--- src/rtl/layer_sched_if.sv ---
// Bus bundle for layer_sched: shared config write port, upstream image-word
// handshake, layers-datapath handshake and observed result handshake.
interface layer_sched_if #(
    parameter int unsigned CFG_DWIDTH = 32,
    parameter int unsigned CFG_AWIDTH = 5
);
    logic [CFG_DWIDTH-1:0] cfg_data;
    logic [CFG_AWIDTH-1:0] cfg_addr;
    logic                  cfg_valid;
    logic                  src_val;
    logic                  src_rdy;
    logic                  image_val;
    logic                  image_last;
    logic                  image_rdy;
    logic                  res_val;
    logic                  res_rdy;

    // Environment side: drives config, upstream valid, datapath ready and results.
    modport master (
        output cfg_data, cfg_addr, cfg_valid,
        output src_val, image_rdy, res_val, res_rdy,
        input  src_rdy, image_val, image_last
    );

    // Scheduler side.
    modport slave (
        input  cfg_data, cfg_addr, cfg_valid,
        input  src_val, image_rdy, res_val, res_rdy,
        output src_rdy, image_val, image_last
    );
endinterface

--- src/rtl/layer_sched.sv ---
// layer_sched: sequences one layer pass over px_nb pixels, each pixel made of
// (pool_nb+1) windows of win_len image words, then waits for px_nb results.
// Image data itself bypasses this block; only the handshakes are gated here.
// Optional feature: define LAYER_SCHED_ABORT_EN to add an abort input that
// cancels a pass in RUN or DRAIN without a done pulse.
module layer_sched #(
    parameter int unsigned CFG_DWIDTH = 32,
    parameter int unsigned CFG_AWIDTH = 5,
    parameter int unsigned CFG_ADDR   = 8,
    parameter int unsigned CNT_WIDTH  = 16
) (
    input  logic         clk,
    input  logic         rst,
    input  logic         start,
`ifdef LAYER_SCHED_ABORT_EN
    input  logic         abort,
`endif
    output logic         busy,
    output logic         done,
    layer_sched_if.slave bus
);

    localparam int unsigned WIN_W  = 16;
    localparam int unsigned POOL_W = 8;
    localparam int unsigned PX_W   = 16;

    typedef enum logic [3:0] {
        IDLE  = 4'b0001,
        RUN   = 4'b0010,
        DRAIN = 4'b0100,
        DONE  = 4'b1000
    } state_e;

    state_e               state_q,    state_d;
    logic [WIN_W-1:0]     win_len_q,  win_len_d;
    logic [POOL_W-1:0]    pool_nb_q,  pool_nb_d;
    logic [PX_W-1:0]      px_nb_q,    px_nb_d;
    logic [CNT_WIDTH-1:0] word_cnt_q, word_cnt_d;
    logic [CNT_WIDTH-1:0] win_cnt_q,  win_cnt_d;
    logic [CNT_WIDTH-1:0] px_cnt_q,   px_cnt_d;
    logic [CNT_WIDTH-1:0] out_cnt_q,  out_cnt_d;

    logic                 run_open_c;
    logic                 xfer_c;
    logic                 res_fire_c;
    logic                 last_word_c;
    logic                 last_win_c;
    logic                 last_px_c;
    logic                 out_full_c;
    logic [WIN_W-1:0]     win_len_eff_c;

    // The handshake pass-through is open only in RUN (and, when enabled, not while aborting).
`ifdef LAYER_SCHED_ABORT_EN
    assign run_open_c = (state_q == RUN) && !abort;
`else
    assign run_open_c = (state_q == RUN);
`endif

    // Combinational handshake gating and position decode.
    assign bus.image_val  = run_open_c && bus.src_val;
    assign bus.src_rdy    = run_open_c && bus.image_rdy;
    assign xfer_c         = bus.image_val && bus.image_rdy;
    assign res_fire_c     = bus.res_val && bus.res_rdy;
    assign win_len_eff_c  = (win_len_q == '0) ? WIN_W'(1) : win_len_q;
    assign last_word_c    = (word_cnt_q == CNT_WIDTH'(win_len_eff_c - WIN_W'(1)));
    assign last_win_c     = (win_cnt_q == CNT_WIDTH'(pool_nb_q));
    assign last_px_c      = (px_cnt_q == CNT_WIDTH'(px_nb_q - PX_W'(1)));
    assign out_full_c     = (out_cnt_q == CNT_WIDTH'(px_nb_q));
    assign bus.image_last = (state_q == RUN) && last_word_c;

    // Status decodes straight from the one-hot state register.
    assign busy = (state_q != IDLE);
    assign done = (state_q == DONE);

    // Config register writes, accepted only while idle.
    always_comb begin
        win_len_d = win_len_q;
        pool_nb_d = pool_nb_q;
        px_nb_d   = px_nb_q;
        if (bus.cfg_valid && (state_q == IDLE)) begin
            if (bus.cfg_addr == CFG_AWIDTH'(CFG_ADDR)) begin
                win_len_d = bus.cfg_data[15:0];
                pool_nb_d = bus.cfg_data[23:16];
            end else if (bus.cfg_addr == CFG_AWIDTH'(CFG_ADDR + 1)) begin
                px_nb_d = bus.cfg_data[15:0];
            end
        end
    end

    // Next-state and counter update.
    always_comb begin
        state_d    = state_q;
        word_cnt_d = word_cnt_q;
        win_cnt_d  = win_cnt_q;
        px_cnt_d   = px_cnt_q;
        out_cnt_d  = out_cnt_q;

        unique case (state_q)
            IDLE: begin
                if (start) begin
                    word_cnt_d = '0;
                    win_cnt_d  = '0;
                    px_cnt_d   = '0;
                    out_cnt_d  = '0;
                    state_d    = (px_nb_q == '0) ? DONE : RUN;
                end
            end
            RUN: begin
                if (xfer_c) begin
                    if (last_word_c) begin
                        word_cnt_d = '0;
                        if (last_win_c) begin
                            win_cnt_d = '0;
                            px_cnt_d  = px_cnt_q + CNT_WIDTH'(1);
                            if (last_px_c) begin
                                state_d = DRAIN;
                            end
                        end else begin
                            win_cnt_d = win_cnt_q + CNT_WIDTH'(1);
                        end
                    end else begin
                        word_cnt_d = word_cnt_q + CNT_WIDTH'(1);
                    end
                end
                // Results beyond px_nb are not counted so out_cnt stays within its limit.
                if (res_fire_c && !out_full_c) begin
                    out_cnt_d = out_cnt_q + CNT_WIDTH'(1);
                end
            end
            DRAIN: begin
                if (res_fire_c && !out_full_c) begin
                    out_cnt_d = out_cnt_q + CNT_WIDTH'(1);
                end
                // out_cnt may already be full on entry when the last result
                // arrived together with the last word.
                if (out_full_c) begin
                    state_d = DONE;
                end
            end
            DONE: begin
                state_d = IDLE;
            end
            default: begin
                state_d = IDLE;
            end
        endcase

`ifdef LAYER_SCHED_ABORT_EN
        // Abort cancels the pass without passing through DONE.
        if (abort && ((state_q == RUN) || (state_q == DRAIN))) begin
            state_d    = IDLE;
            word_cnt_d = '0;
            win_cnt_d  = '0;
            px_cnt_d   = '0;
            out_cnt_d  = '0;
        end
`endif
    end

    // State, counter and config registers.
    always_ff @(posedge clk or negedge rst) begin
        if (!rst) begin
            state_q    <= IDLE;
            win_len_q  <= WIN_W'(1);
            pool_nb_q  <= '0;
            px_nb_q    <= '0;
            word_cnt_q <= '0;
            win_cnt_q  <= '0;
            px_cnt_q   <= '0;
            out_cnt_q  <= '0;
        end else begin
            state_q    <= state_d;
            win_len_q  <= win_len_d;
            pool_nb_q  <= pool_nb_d;
            px_nb_q    <= px_nb_d;
            word_cnt_q <= word_cnt_d;
            win_cnt_q  <= win_cnt_d;
            px_cnt_q   <= px_cnt_d;
            out_cnt_q  <= out_cnt_d;
        end
    end

endmodule

--- src/flat_wrapper.sv ---
// flat-port wrapper written by rule: the top's interface ports become plain ports
module layer_sched_flat 
#(
    parameter int unsigned CFG_DWIDTH = 32,
    parameter int unsigned CFG_AWIDTH = 5,
    parameter int unsigned CFG_ADDR   = 8,
    parameter int unsigned CNT_WIDTH  = 16
)
  (clk, rst, start, busy, done, bus_cfg_data, bus_cfg_addr, bus_cfg_valid, bus_src_val, bus_image_rdy, bus_res_val, bus_res_rdy, bus_src_rdy, bus_image_val, bus_image_last);
  layer_sched_if #(.CFG_DWIDTH(CFG_DWIDTH), .CFG_AWIDTH(CFG_AWIDTH)) bus_i ();
  input  logic clk;
  input  logic rst;
  input  logic start;
  output logic busy;
  output logic done;
  input wire logic [$bits(bus_i.cfg_data)-1:0] bus_cfg_data;
  input wire logic [$bits(bus_i.cfg_addr)-1:0] bus_cfg_addr;
  input wire logic [$bits(bus_i.cfg_valid)-1:0] bus_cfg_valid;
  input wire logic [$bits(bus_i.src_val)-1:0] bus_src_val;
  input wire logic [$bits(bus_i.image_rdy)-1:0] bus_image_rdy;
  input wire logic [$bits(bus_i.res_val)-1:0] bus_res_val;
  input wire logic [$bits(bus_i.res_rdy)-1:0] bus_res_rdy;
  output wire logic [$bits(bus_i.src_rdy)-1:0] bus_src_rdy;
  output wire logic [$bits(bus_i.image_val)-1:0] bus_image_val;
  output wire logic [$bits(bus_i.image_last)-1:0] bus_image_last;
  assign bus_i.cfg_data = bus_cfg_data;
  assign bus_i.cfg_addr = bus_cfg_addr;
  assign bus_i.cfg_valid = bus_cfg_valid;
  assign bus_i.src_val = bus_src_val;
  assign bus_i.image_rdy = bus_image_rdy;
  assign bus_i.res_val = bus_res_val;
  assign bus_i.res_rdy = bus_res_rdy;
  assign bus_src_rdy = bus_i.src_rdy;
  assign bus_image_val = bus_i.image_val;
  assign bus_image_last = bus_i.image_last;
  layer_sched #(.CFG_DWIDTH(CFG_DWIDTH), .CFG_AWIDTH(CFG_AWIDTH), .CFG_ADDR(CFG_ADDR), .CNT_WIDTH(CNT_WIDTH)) u_core (.clk(clk), .rst(rst), .start(start), .busy(busy), .done(done), .bus(bus_i));
endmodule
--- config.mk ---
export PLATFORM = sky130hd
export DESIGN_NAME = layer_sched_flat
export DESIGN_NICKNAME = d
export VERILOG_FILES = /design/src/rtl/layer_sched_if.sv /design/src/rtl/layer_sched.sv /design/src/flat_wrapper.sv
export SDC_FILE = /design/constraint.sdc
export NUM_CORES = 1
export LEC_CHECK = 0
export CAP_MARGIN = 20
export CORE_UTILIZATION = 50
export CTS_BUF_LIST = sky130_fd_sc_hd__clkbuf_4
export DETAILED_ROUTE_END_ITERATION = 12
export PLACE_DENSITY = 0.71
export RECOVER_POWER = 25
export SLEW_MARGIN = 20
export SYNTH_ARGS = -nofsm -noshare
export SYNTH_HDL_FRONTEND = slang
export SYNTH_SLANG_ARGS = --single-unit
--- constraint.sdc ---
create_clock -name clk -period 6.37 [get_ports clk]
set_clock_uncertainty 0.2 [all_clocks]
set_input_delay 1.274 -clock clk [delete_from_list [all_inputs] [get_ports clk]]
set_output_delay 1.274 -clock clk [all_outputs]
set_load 0.02 [all_outputs]
==> results of run 1 <==
[how the worst min path moves through the flow]
stage	end	slack [ns]	cells past startpoint	from
2_1_floorplan	u_core.out_cnt_q[10]	0.28	1	u_core.out_cnt_q[10]
3_3_place_gp	u_core.state_q[3]	0.31	1	u_core.state_q[3]
3_5_place_dp	u_core.pool_nb_q[3]	0.32	1	u_core.pool_nb_q[3]
4_1_cts	u_core.out_cnt_q[10]	0.35	1	u_core.out_cnt_q[10]
5_1_grt	u_core.out_cnt_q[10]	0.37	1	u_core.out_cnt_q[10]
6_report	u_core.out_cnt_q[10]	0.35	1	u_core.out_cnt_q[10]
[per-stage QoR]
stage | utilization | worst slack (ns) | hold slack (ns) | area, sq um | instances
floorplan | - | 1.86 | 0.284 | 6620 | 711
global placement | 0.560 | 1.13 | 0.312 | 7150 | 894
detailed placement | 0.560 | 1.05 | 0.316 | 7160 | 894
CTS | 0.573 | 0.451 | 0.347 | 7320 | 910
global route | 0.573 | 0.0574 | 0.366 | 7320 | 911
finish | 0.573 | 0.448 | 0.350 | 7320 | 911
[area by class of cell]
type,instances,area [sq um],share of cell area
multi-input cells,548,3720,0.508
repair buffers,48,454,0.0620
clock buffers,9,67.6,0.00922
clock inverters,7,92.6,0.0126
flip-flops and latches,108,2710,0.369
inverters,19,71.3,0.00974
well taps,172,215,0.0294
[power groups by stage]
| stage | logic, uW | registers (uW) | clock network, uW |
|---|---|---|---|
| 6_report | 999 | 960 | 387 |
| 5_1_grt | 1110 | 981 | 421 |
| 4_1_cts | 995 | 957 | 401 |
| 3_5_place_dp | 991 | 969 | 0 |
| 3_3_place_gp | 953 | 962 | 0 |
| 2_1_floorplan | 812 | 877 | 0 |
[cells in the mapped netlist (9+ instances only)]
master    count  area share
nand2_1      54       0.031
a211oi_1      9       0.010
o31ai_1      13       0.015
inv_1        19       0.011
nand4_1      22       0.021
clkbuf_1     32       0.018
or4_1        18       0.020
nor2_1       51       0.029
a31oi_1      10      0.0094
mux2_2       44       0.075
a21oi_1      28       0.021
nor4_1       20       0.019
nor3_1       28       0.021
and3_1       14       0.013
or3_1        16       0.015
xor2_1       48       0.063
nand3_1      33       0.025
xnor2_1      37       0.049
dfrtp_1     106        0.40
o21ai_0      28       0.021
[layout by cell type (no fill, tap or decap), drive strengths merged, types with 3 or more instances in the layout]
cell type      synthesis  routed
mux2i                  6       6
o21ai                 29      29
o211ai                 4       4
nor4b                  3       3
clkinv                 0       3
inv                   19      22
a211oi                 9       9
ha                     6       6
and2                   7       7
nor2                  51      51
nor3                  28      28
or4                   18      18
a31oi                 10      10
nand2                 54      54
clkdlybuf4s50          0      40
xnor2                 37      37
nand3                 33      33
nor4                  21      21
mux2                  44      44
nor3b                  3       3
nand2b                 6       6
dfrtp                106     106
o31ai                 13      13
and3                  14      14
xor2                  48      48
nand4                 22      22
nor2b                  3       3
a21oi                 28      28
or2                    3       3
clkbuf                32      12
buf                    4       5
or3                   17      17
[per-layer routing]
| metal | wire length, um | global-route usage |
|---|---|---|
| met5 | 0 | 0 |
| met4 | 245 | 0.0802 |
| met1 | 7140 | 0.331 |
| met2 | 7620 | 0.423 |
| met3 | 666 | 0.0402 |
[state kept, by name, indices dropped and copies added (netlist names)]
name,cells
u_core.out_cnt_q,16
u_core.px_cnt_q,16
u_core.px_nb_q,16
u_core.win_cnt_q,16
u_core.win_len_q,16
u_core.word_cnt_q,16
u_core.pool_nb_q,8
u_core.state_q,4
[logic make-up (layout without fill, tap and decap cells)]
kind of cell,Yosys count,after routing
adder cells (fa/ha/maj),6,6
XOR/XNOR,85,85
buffers and inverters,55,83
multiplexers,50,50
AO/OA/AOI/OAI,112,112
flip-flops,108,108
AND/OR/NAND/NOR,295,295
==> results.sh, run 1 <==
export IMPL_cts_root_buffer="clkbuf_4"
export IMPL_synth_edf_count=0
export IMPL_n_fill_cell=1110
export IMPL_startpoint="u_core.win_len_q[9]"
export IMPL_cts_sinks=108
export IMPL_synth_top_family_by_area="simple AND/OR/NAND/NOR gates"
export IMPL_critical_path_top_delay_family="simple AND/OR/NAND/NOR gates"
export IMPL_crit_type="reg2out"
export IMPL_synth_compound_area_frac=0.113
export IMPL_ys_ff_latch=108
export IMPL_finalSetupViolCount=0
export IMPL_synthArstFlopShare=1.00
export IMPL_tritoncts="done"
export IMPL_drt_initial_drc_count=354
export IMPL_hold_buffers=0
export IMPL_power_share_clock=0.165
export IMPL_core_area_sq_um=12800
export IMPL_ant_nets=0
export IMPL_rsz0062_at_grt="false"
export IMPL_worstPathCellList="or4_1, nor3_1, a31oi_1, ha_1, or3b_1, or3_1, xor2_1, a211oi_1, nor4_1, nand3_1, nor2_1, clkdlybuf4s50_1"
export IMPL_r2r_cells=13
export IMPL_firstDrtPassIters=7
export IMPL_combPwrFrac=0.426
export IMPL_finalPower_uw=2350
export IMPL_io_pins=50
export IMPL_wl_mm=15.7
export IMPL_cts_setup_buffers=0
export IMPL_hold_viol=0
export IMPL_die_area_sq_um=13700
export IMPL_synth_simple_area_share=0.239
export IMPL_syn_area_sq_um=6620
export IMPL_cts_buffer_depth=2
export IMPL_htree_levels=3
export IMPL_cts_resized_gates=0
export IMPL_violations="max-capacitance violations, max-slew violations"
export IMPL_wl_per_cell_um=17.2
export IMPL_tns_ns=0
export IMPL_gp_congestion=0.897
export IMPL_initial_utilization=0.518
export IMPL_synth_cells=711
export IMPL_timing_rr_start="u_core.win_len_q[10]"
export IMPL_yosys_area_share_adder=0.0113
export IMPL_clk_pin_slew_worst_paths_ns=0.18
export IMPL_crit_buf_inv=1
export IMPL_num_rows=41
export IMPL_antenna_found_initial=0
export IMPL_internal_power_uw=1360
export IMPL_swShare=0.420
export IMPL_syn_to_final_growth_pct=10.6
export IMPL_grt_max_degree=70
export IMPL_track_usage=0.251
export IMPL_slowest_stage="or4_1"
export IMPL_tightestPinTransition_ns=2.20
export IMPL_grt_ovfl_total=0
export IMPL_cts_buffers_inserted=9
export IMPL_min_period_over_period=0.930
export IMPL_via_per_inst=6.07
export IMPL_grt_pass1_vias=5470
export IMPL_period_minus_slack_ns=5.92
export IMPL_ir_drop_uv=145
export IMPL_ys_types=60
export IMPL_critical_path_max_fanout=6
export IMPL_netSwitchingPower_uw=986
export IMPL_grt_pass1_wl_mm=26.4
export IMPL_synth_xor_area_frac=0.112
export IMPL_worstSetupEndpointType="primary output"
export IMPL_synth_mux_area_frac=0.0839
export IMPL_drc=0
export IMPL_cp_depth=12
export IMPL_antenna_cells=0
export IMPL_die_h_um=117
export IMPL_p_seq_frac=0.409
export IMPL_synthFlopType="dfrtp_1"
export IMPL_yosys_warnings=0
export IMPL_crit_arrival_ns=4.45
export IMPL_finalNetCount=785
export IMPL_p_leak_uw=0.00308
export IMPL_clock_fmax_mhz=169
export IMPL_clkLatencyLatePin_ns=0.51
export IMPL_critical_path_max_stage_delay_ns=0.67
export IMPL_io_buffers=41
export IMPL_endpoint="bus_image_last"
export IMPL_dp_hpwl_mm=11.4
export IMPL_synth_nets=762
export IMPL_cap_violations=2
export IMPL_outcome="complete, but fails checks"
export IMPL_relSlewSlack=-0.465
export IMPL_powerDensity_nw_per_um2=320
export IMPL_drive_gt1_frac=0.110
export IMPL_r2r_slack_ns=1.22
export IMPL_min_path_type="reg2reg"
export IMPL_syn_area_per_cell_sq_um=9.31
export IMPL_vias=5533
export IMPL_critPathLaunchType="flop"
export IMPL_r2r_end="u_core.px_cnt_q[15]"
export IMPL_critPathRequiredTime_ns=4.90
export IMPL_ys_seq_area_frac=0.408
export IMPL_die_x_um=117
export IMPL_slew_viol_final=111
(Power assumes the default switching activity.)
==> run 2: changes to the inputs <==
ABC_AREA = 1   (was not set)
PLACE_DENSITY = 0.7   (was 0.71)
==> run 2 against run 1 <==
  * Die area is 12% higher
  * Core utilization is 1.4 points lower
  * Global-route usage is 0.48 points higher
  * Critical endpoint unchanged
  * Cell area is 11% higher
  * Sequential cell count stayed put
  * Combinational power is 7% higher
  * Critical path depth is 6 higher
  * Hold slack better by 0.0060 ns
  * Critical path type unchanged
  * The flow still finishes with violations (max-capacitance violations, max-slew violations)
  * First-iteration DRC count is 20% higher
  * Wire length is 16% higher
  * Maximum frequency is 12% higher
==> results.sh, run 2 <==
export IMPL_finalSetupViolCount=0
export IMPL_final_common_cell="nand2_1"
export IMPL_wl_per_cell_um=14.5
export IMPL_synth_edf_count=0
export IMPL_htree_levels=3
export IMPL_drc=0
export IMPL_grt_ovfl_total=0
export IMPL_gp_congestion=0.926
export IMPL_grt_pass1_vias=6048
export IMPL_rsz0062_at_grt="false"
export IMPL_ant_nets=0
export IMPL_slew_viol_final=60
export IMPL_io_buffers=41
export IMPL_p_leak_uw=0.00354
export IMPL_vias=6713
export IMPL_die_area_sq_um=15400
export IMPL_synth_most_common_cell="nand2_1"
export IMPL_worstSetupEndpointType="primary output"
export IMPL_tns_ns=0
export IMPL_ys_seq_area_frac=0.363
export IMPL_violations="max-capacitance violations, max-slew violations"
export IMPL_die_h_um=124
export IMPL_crit_type="reg2out"
export IMPL_synthFlopType="dfrtp_1"
export IMPL_synth_area_leaders="dfrtp_1, nand2_1, nor2_1, inv_1, xor2_1"
export IMPL_finalNetCount=1114
export IMPL_crit_arrival_ns=3.82
export IMPL_via_per_inst=5.36
export IMPL_cts_sinks=108
export IMPL_cts_resized_gates=0
export IMPL_dp_hpwl_mm=13.8
export IMPL_critPathLaunchType="flop"
export IMPL_grt_pass1_wl_mm=30.1
export IMPL_grt_max_degree=60
export IMPL_hold_viol=0
export IMPL_syn_area_per_cell_sq_um=7.18
export IMPL_cts_buffer_depth=2
export IMPL_critical_path_max_fanout=14
export IMPL_yosys_warnings=0
export IMPL_hold_buffers=0
export IMPL_antenna_cells=0
export IMPL_tightestPinTransition_ns=3.21
export IMPL_synthArstFlopShare=1.00
export IMPL_min_path_type="reg2reg"
export IMPL_clock_fmax_mhz=189
export IMPL_drive_gt1_frac=0.0768
export IMPL_num_rows=44
export IMPL_post_route_util=0.559
export IMPL_drt_initial_drc_count=425
export IMPL_cts_buffers_inserted=9
export IMPL_synth_top_cell_area_share=0.355
export IMPL_ys_ff_latch=108
export IMPL_period_minus_slack_ns=5.29
export IMPL_netlist_top_cells_count="nand2_1, nor2_1, inv_1"
export IMPL_synth_nets=1090
export IMPL_powerDensity_nw_per_um2=302
export IMPL_cts_root_buffer="clkbuf_4"
export IMPL_synth_cells=1039
export IMPL_place_area_sq_um=7970
export IMPL_clk_pin_slew_worst_paths_ns=0.16
export IMPL_n_fill_cell=1412
export IMPL_initial_utilization=0.513
export IMPL_tritoncts="done"
export IMPL_die_x_um=124
export IMPL_ys_types=49
export IMPL_yosysTopAreaCell="dfrtp_1"
export IMPL_final_cell_area_sq_um=8120
export IMPL_io_pins=50
export IMPL_wl_mm=18.2
export IMPL_syn_area_sq_um=7460
export IMPL_min_period_over_period=0.830
export IMPL_relSlewSlack=-1.14
export IMPL_firstDrtPassIters=5
export IMPL_outcome="complete, but fails checks"
export IMPL_track_usage=0.255
export IMPL_antenna_found_initial=0
export IMPL_cts_setup_buffers=0
export IMPL_syn_to_final_growth_pct=8.87
export IMPL_clkLatencyLatePin_ns=0.50
export IMPL_r2r_slack_ns=2.56
export IMPL_core_area_sq_um=14500
export IMPL_ir_drop_uv=245
export IMPL_cap_violations=1
export IMPL_critPathRequiredTime_ns=4.90
export IMPL_final_cell_mix="nand2_1, nor2_1, inv_1"
[run 2: cells by family (layout without fill, tap and decap cells)]
family / count (synthesis) / after routing / share of synthesized area
mux: 9 / 9 / 0.0136
xor+xnor: 64 / 64 / 0.0790
flops: 108 / 108 / 0.363
fa+ha+maj: 6 / 6 / 0.0101
compound gates: 116 / 116 / 0.0946
simple gates: 587 / 587 / 0.357
buf+inv: 149 / 178 / 0.0832
[run 2: layout make-up]
class / instances / area, sq um / area share
Clock buffer: 10 / 75.1 / 0.00924
Clock inverter: 6 / 86.3 / 0.0106
Inverter: 117 / 439 / 0.0541
Multi-Input combinational cell: 782 / 4150 / 0.511
Sequential cell: 108 / 2710 / 0.333
Tap cell: 184 / 230 / 0.0283
Timing Repair Buffer: 45 / 434 / 0.0534
[run 2: report_power, final]
group	internal (uW)	leakage (uW)	switching, uW
Combinational	330	0.00209	739
Clock	164	0.0000868	242
Sequential	816	0.00137	164
Total	1310	0.00354	1150
[run 2: stage by stage]
step / hold slack [ns] / instances / setup WS, ns / total power [uW]
6_report: 0.355 / 1252 / 1.08 / 2460
5_1_grt: 0.380 / 1252 / 0.703 / 2650
4_1_cts: 0.360 / 1252 / 1.05 / 2460
3_5_place_dp: 0.319 / 1236 / 1.65 / 2060
3_3_place_gp: 0.301 / 1236 / 1.64 / 2040
2_1_floorplan: 0.264 / 1039 / 2.55 / 1800
[run 2: worst paths after layout]
check / startpoint / endpoint / depth (start not counted)
min reg2reg: u_core.px_cnt_q[15] / u_core.px_cnt_q[15] / 2
min: u_core.px_cnt_q[15] / u_core.px_cnt_q[15] / 2
min in group asynchronous: rst / u_core.word_cnt_q[12] / 1
max reg2reg: u_core.win_len_q[13] / u_core.word_cnt_q[5] / 20
max: u_core.win_len_q[13] / bus_image_last / 18
max in group asynchronous: rst / u_core.px_nb_q[12] / 2
[run 2: critical path: stages, from the launching register on]
cell             delay, ns
dfrtp_1               0.50
nor2_1                0.23
nand2_1               0.08
nor2_1                0.11
nand2_2               0.21
nand2_1               0.14
inv_1                 0.08
ha_1                  0.23
nand2_2               0.16
nor2_4                0.07
nand2_1               0.09
xor2_1                0.17
o21ai_0               0.09
a21oi_1               0.13
nand4_1               0.09
nor2_1                0.10
nand3_1               0.08
nor2_1                0.13
clkdlybuf4s50_1       0.63
[run 2: metal layers]
metal  share of wire  routed length, um  vias to the layer above  GRT usage
met1            0.49               8900                     3080      0.368
met3           0.043                787                       26     0.0375
met2            0.45               8170                      161      0.391
li1                -                  -                     3446          -
met4           0.020                359                        0     0.0833
met5               0                  0                        -          0
==> run 3: changes to the inputs <==
clock period = 4.95 ns   (was 6.37 ns; I/O delays follow)
==> run 3 against run 2 <==
  * Clock power is 28% higher
  * Highest routed layer unchanged
  * Total power grew 28%
  * Die area did not move
  * The flow still finishes with violations (max-capacitance violations, max-slew violations)
  * Count of clock-buffer cells in the layout is the same
  * Register-to-register slack worse by 1.2 ns
  * Global-route usage is 0.50 points lower
==> results.sh, run 3 (synthesis results as in run 2) <==
export IMPL_dr_wl_met2_mm=8.03
export IMPL_r2r_end="u_core.word_cnt_q[3]"
export IMPL_drc=0
export IMPL_dp_hpwl_mm=13.9
export IMPL_slew_viol_final=40
export IMPL_htree_levels=3
export IMPL_vias=6664
export IMPL_core_area_sq_um=14500
export IMPL_tritoncts="done"
export IMPL_die_x_um=124
export IMPL_rsz0062_at_grt="false"
export IMPL_cts_root_buffer="clkbuf_4"
export IMPL_io_buffers=41
export IMPL_critical_path_top_delay_family="simple AND/OR/NAND/NOR gates"
export IMPL_slowest_stage="dfrtp_1"
export IMPL_tns_ns=0
export IMPL_min_path_type="reg2reg"
export IMPL_firstDrtPassIters=5
export IMPL_clk_pin_slew_worst_paths_ns=0.16
export IMPL_drt_initial_drc_count=417
export IMPL_initial_utilization=0.513
export IMPL_antenna_found_initial=0
export IMPL_r2r_slack_ns=1.36
export IMPL_met3_length_um=829
export IMPL_grt_pass1_wl_mm=29.5
export IMPL_final_cell_mix="nand2_1, nor2_1, inv_1"
export IMPL_highest_layer="met4"
export IMPL_final_common_cell="nand2_1"
export IMPL_num_rows=44
export IMPL_wl_per_cell_um=14.3
export IMPL_hold_depth=2
export IMPL_wl_met1_mm=8.83
export IMPL_io_pins=50
export IMPL_critical_path_max_stage_delay_ns=0.50
export IMPL_outcome="complete, but fails checks"
export IMPL_cts_buffers_inserted=9
export IMPL_powerDensity_nw_per_um2=387
export IMPL_die_area_sq_um=15400
export IMPL_worstHoldStart="u_core.px_cnt_q[15]"
export IMPL_hold_end="u_core.px_cnt_q[15]"
export IMPL_grt_max_degree=47
export IMPL_antenna_cells=0
export IMPL_period_minus_slack_ns=4.35
export IMPL_worstPathCellList="nor2_2, nand2_1, nor2_1, nand2_2, nand2_1, inv_1, ha_1, nand2_2, nor2_4, nand2_1, xor2_1, o21ai_0, a21oi_1, nand4_1, nor2_1, nand3_1, nor2_1, dlymetal6s2s_1"
export IMPL_r2r_cells=18
export IMPL_die_h_um=124
export IMPL_tightestPinTransition_ns=2.05
export IMPL_clock_fmax_mhz=230
export IMPL_violations="max-capacitance violations, max-slew violations"
export IMPL_crit_arrival_ns=3.16
export IMPL_critical_path_max_fanout=6
export IMPL_ant_nets=0
export IMPL_syn_to_final_growth_pct=9.21
export IMPL_finalSetupViolCount=0
export IMPL_finalNetCount=1117
export IMPL_wl_mm=17.9
export IMPL_worstSetupEndpointType="primary output"
export IMPL_critPathLaunchType="flop"
export IMPL_timing_rr_start="u_core.win_len_q[13]"
export IMPL_cap_violations=1
export IMPL_finalPower_uw=3150
export IMPL_hold_buffers=0
export IMPL_clkLatencyLatePin_ns=0.49
export IMPL_cts_sinks=108
export IMPL_grt_ovfl_total=0
export IMPL_critPathRequiredTime_ns=3.76
export IMPL_track_usage=0.250
export IMPL_relSlewSlack=-0.370
export IMPL_drive_gt1_frac=0.0794
export IMPL_min_period_over_period=0.880
export IMPL_grt_pass1_vias=5981
export IMPL_gp_congestion=0.934
export IMPL_hold_viol=0
export IMPL_crit_buf_inv=2
export IMPL_cts_buffer_depth=2
export IMPL_crit_type="reg2out"
export IMPL_ir_drop_uv=335
export IMPL_p_leak_uw=0.00358
export IMPL_via_per_inst=5.31
run 3: changes by cell type in the layout (fill, tap and decap cells not counted), sizes merged:
cell,change
clkdlybuf4s50,-1
dlymetal6s2s,+1
buf,+2
clkinvlp,-1
clkinv,+1
clkbuf,+1
run 3: timing repair:
item | 4_1_cts | 5_1_grt
resized for setup | 0 | 2
endpoints found under the setup margin | 0 | 1
setup buffers | 0 | 0
run 3: metal layers:
metal	vias up	GRT usage
met3	17	0.0412
met5	-	0
li1	3442	-
met4	0	0.0632
met2	137	0.386
met1	3068	0.363
run 3: tightest hold or removal path, cell delays in order (launching register included):
cell and delay, ns:
dfrtp_1 0.42, nand2_1 0.06, nand2_1 0.05
run 3: area by class of cell:
class,count,area [sq um]
Clock inverter,6,87.6
Tap cell,184,230
Sequential cell,108,2710
Inverter,117,439
Timing Repair Buffer,48,455
Clock buffer,10,75.1
Fill cell,1414,6380
Multi-Input combinational cell,782,4160
run 3: power breakdown:
| group | internal [uW] | switching, uW | total (uW) |
|---|---|---|---|
| logic | 426 | 947 | 1370 |
| registers | 1050 | 210 | 1260 |
| clock network | 212 | 308 | 520 |
run 3: stage by stage:
step	setup WS [ns]	hold WS, ns	utilization	area, sq um	cells
finish	0.596	0.343	0.561	8150	1255
global placement	0.715	0.303	0.550	7990	1239
CTS	0.120	0.152	0.561	8150	1255
global route	0.268	0.365	0.561	8150	1255
detailed placement	0.693	0.308	0.550	7990	1239
floorplan	1.41	0.264	-	7460	1039
run 3: how the worst max path moves through the flow:
| stage | from | endpoint | slack, ns | cells past startpoint |
|---|---|---|---|---|
| 2_1_floorplan | u_core.win_len_q[9] | bus_image_last | 1.41 | 17 |
| 3_3_place_gp | u_core.win_len_q[13] | bus_image_last | 0.72 | 18 |
| 3_5_place_dp | u_core.win_len_q[13] | bus_image_last | 0.69 | 18 |
| 4_1_cts | u_core.win_len_q[13] | bus_image_last | 0.12 | 18 |
| 5_1_grt | u_core.win_len_q[13] | bus_image_last | 0.27 | 18 |
| 6_report | u_core.win_len_q[13] | bus_image_last | 0.60 | 18 |
==> patch, RTL diff (flow settings as in run 3) <==
Reset style: synchronous (`rst`), changed in one clocked block.
--- a/src/rtl/layer_sched.sv
+++ b/src/rtl/layer_sched.sv
@@ -159,5 +159,5 @@
 
     // State, counter and config registers.
-    always_ff @(posedge clk or negedge rst) begin
+    always_ff @(posedge clk) begin
         if (!rst) begin
             state_q    <= IDLE;
Formal check against the unedited RTL: differs if rst is asserted again (counterexample within 4 cycles, from zero or initial values and one cycle with rst low); with rst held inactive, the same outputs for 4 cycles.
==> patch against run 3 <==
The flow still finishes with violations (capacitance limit, slew limit); largest power group unchanged; register-to-register slack improved by 0.04 ns; power decreased by 23%; first-iteration DRC count increased by 21%; sequential cell count unchanged; combinational power decreased by 28%; routed wire length increased by 4.1%; largest cell class unchanged; highest routed layer unchanged; global-route usage increased by 1.5 points; setup slack improved by 0.025 ns; area after synthesis decreased by 5.7%; final area decreased by 5.8%.
==> patch: results (changes against run 3) <==
Vias per std cell - 5.37 (+1.1%)
Final Wtd Congestion - 0.901 (-3.5%)
P_leak - 3.10 nW (-13%)
Headroom to the max-slew limit - -0.471% (+37 points)
Placement Setup Slack - 0.763 ns (+0.0693 ns)
Reg2reg setup slack - 1.40 ns (+0.04 ns)
Failing checks - capacitance limit, slew limit
Status - finished with violations
Data arrival, critical path - 3.14 ns (-0.02 ns)
Worst Path Max Fanout - 9 (+3)
XOR/XNOR share of the synthesized area - 9.59% (+1.7 points)
DP HPWL - 14,000 um (+1.2%)
Synth Flop Type - dfxtp_1
Number of global-route vias before repair - 6,265 (+4.7%)
Largest net degree at the start of global routing - 42 (-11%)
First-pass GRT wire length - 30,700 um (+4.1%)
Clock transition at path regs - 0.18 ns (+0.02 ns)
Distinct cells, synth - 40 (-18%)
CP max stage delay - 0.47 ns (-0.03 ns)
DRT iter0 DRCs - 505 (+21%)
Complex-gate fraction of the synthesized area - 11.4% (+1.9 points)
WL final - 18,600 um (+4.1%)
Max Slew Vio Count - 42 (+5.0%)
All-layer global routing usage - 26.5% (+1.5 points)
Most frequent cells after synthesis - 244 x nand2_1, 151 x nor2_1, 124 x inv_1
Filler cells - 1,398 (-1.1%)
Adder-Cell Fraction of Synth Area - 1.07% (+0.061 points)
Dominant cells by area after synthesis - dfxtp_1 31%, nand2_1 13%, nor2_1 8.1%
Mux contribution to synthesized area - 0% (-1.4 points)
Layout cells sized above 1 - 4.61% (-3.3 points)
Seq/Total Area, Yosys - 30.7% (-5.5 points)
Initial antenna violation count - 1 (+1)
Post-synth ARST share - 0% (-100 points)
Synth Area per Inst - 6.39 sq um (-11%)
Max Freq - 231 MHz (+0.57%)
Max-cap violation count - 1 (unchanged)
DR pass1 iterations - 6 (+1)
patch: cell count changes in the layout (fill, tap and decap cells not counted), sizes merged, moves of 7 or more:
cell          run 3  this run
dfxtp             0       108
inv             118       131
and3              7         0
dfrtp           106         0
nand2           275       252
xnor2            20        27
nor3             31        43
mux2              9         0
a21oi            24        76
nor2            132       161
patch: metrics by stage:
stage | utilization [%] | cell area, sq um | hold slack [ns]
after CTS | 56.8 | 7680 | 0.276
final | 56.9 | 7680 | 0.277
after global routing | 56.9 | 7680 | 0.289
after floorplan | - | 7030 | 0.237
after global placement | 55.8 | 7540 | 0.252
after detailed placement | 55.8 | 7540 | 0.253
patch: final cells by class:
class	instances	area, sq um	share of cell area [%]
Multi-Input combinational cell	828	4230	55.0
Clock buffer	9	67.6	0.880
Antenna cell	1	2.50	0.0326
Clock inverter	7	72.6	0.945
Sequential cell	108	2160	28.2
Timing Repair Buffer	45	439	5.72
Inverter	130	488	6.35
Tap cell	176	220	2.87
patch: repair_timing:
item / 4_1_cts / 5_1_grt
endpoints found under the setup margin: 0 / 1
resized for setup: 0 / 1
hold buffers: 0 / 0
patch: kinds of logic (layout without fill, tap and decap cells):
kind of cell	Yosys count	count (layout)
buffers and inverters	164	191
other	0	1
adder cells (fa/ha/maj)	6	6
AO/OA/AOI/OAI	151	151
AND/OR/NAND/NOR	599	599
flip-flops	108	108
XOR/XNOR	72	72
patch: path summary, 6_finish.rpt:
path / cells after the start / endpoint / from
setup / recovery: 18 / bus_image_last / u_core.win_len_q[4]$_SDFFE_PN0P_
hold / removal: 2 / u_core.px_cnt_q[6]$_SDFFE_PN0P_ / u_core.px_cnt_q[6]$_SDFFE_PN0P_
setup reg to reg: 22 / u_core.word_cnt_q[7]$_SDFFE_PN0P_ / u_core.win_len_q[4]$_SDFFE_PN0P_
hold reg to reg: 2 / u_core.px_cnt_q[6]$_SDFFE_PN0P_ / u_core.px_cnt_q[6]$_SDFFE_PN0P_
patch: routing by layer:
| metal | track usage [%] | vias up | wire (um) |
|---|---|---|---|
| li1 | - | 3646 | - |
| met4 | 8.49 | 0 | 398 |
| met3 | 4.72 | 29 | 806 |
| met2 | 44.8 | 146 | 8740 |
| met1 | 34.2 | 3180 | 8700 |
| met5 | 0 | - | 0 |
patch: power breakdown:
group	total, mW	leakage [nW]	internal [mW]	switching, mW
registers	0.968	0.872	0.916	0.0523
logic	0.989	2.15	0.258	0.730
clock network	0.474	0.0800	0.158	0.316
total	2.43	3.10	1.33	1.10
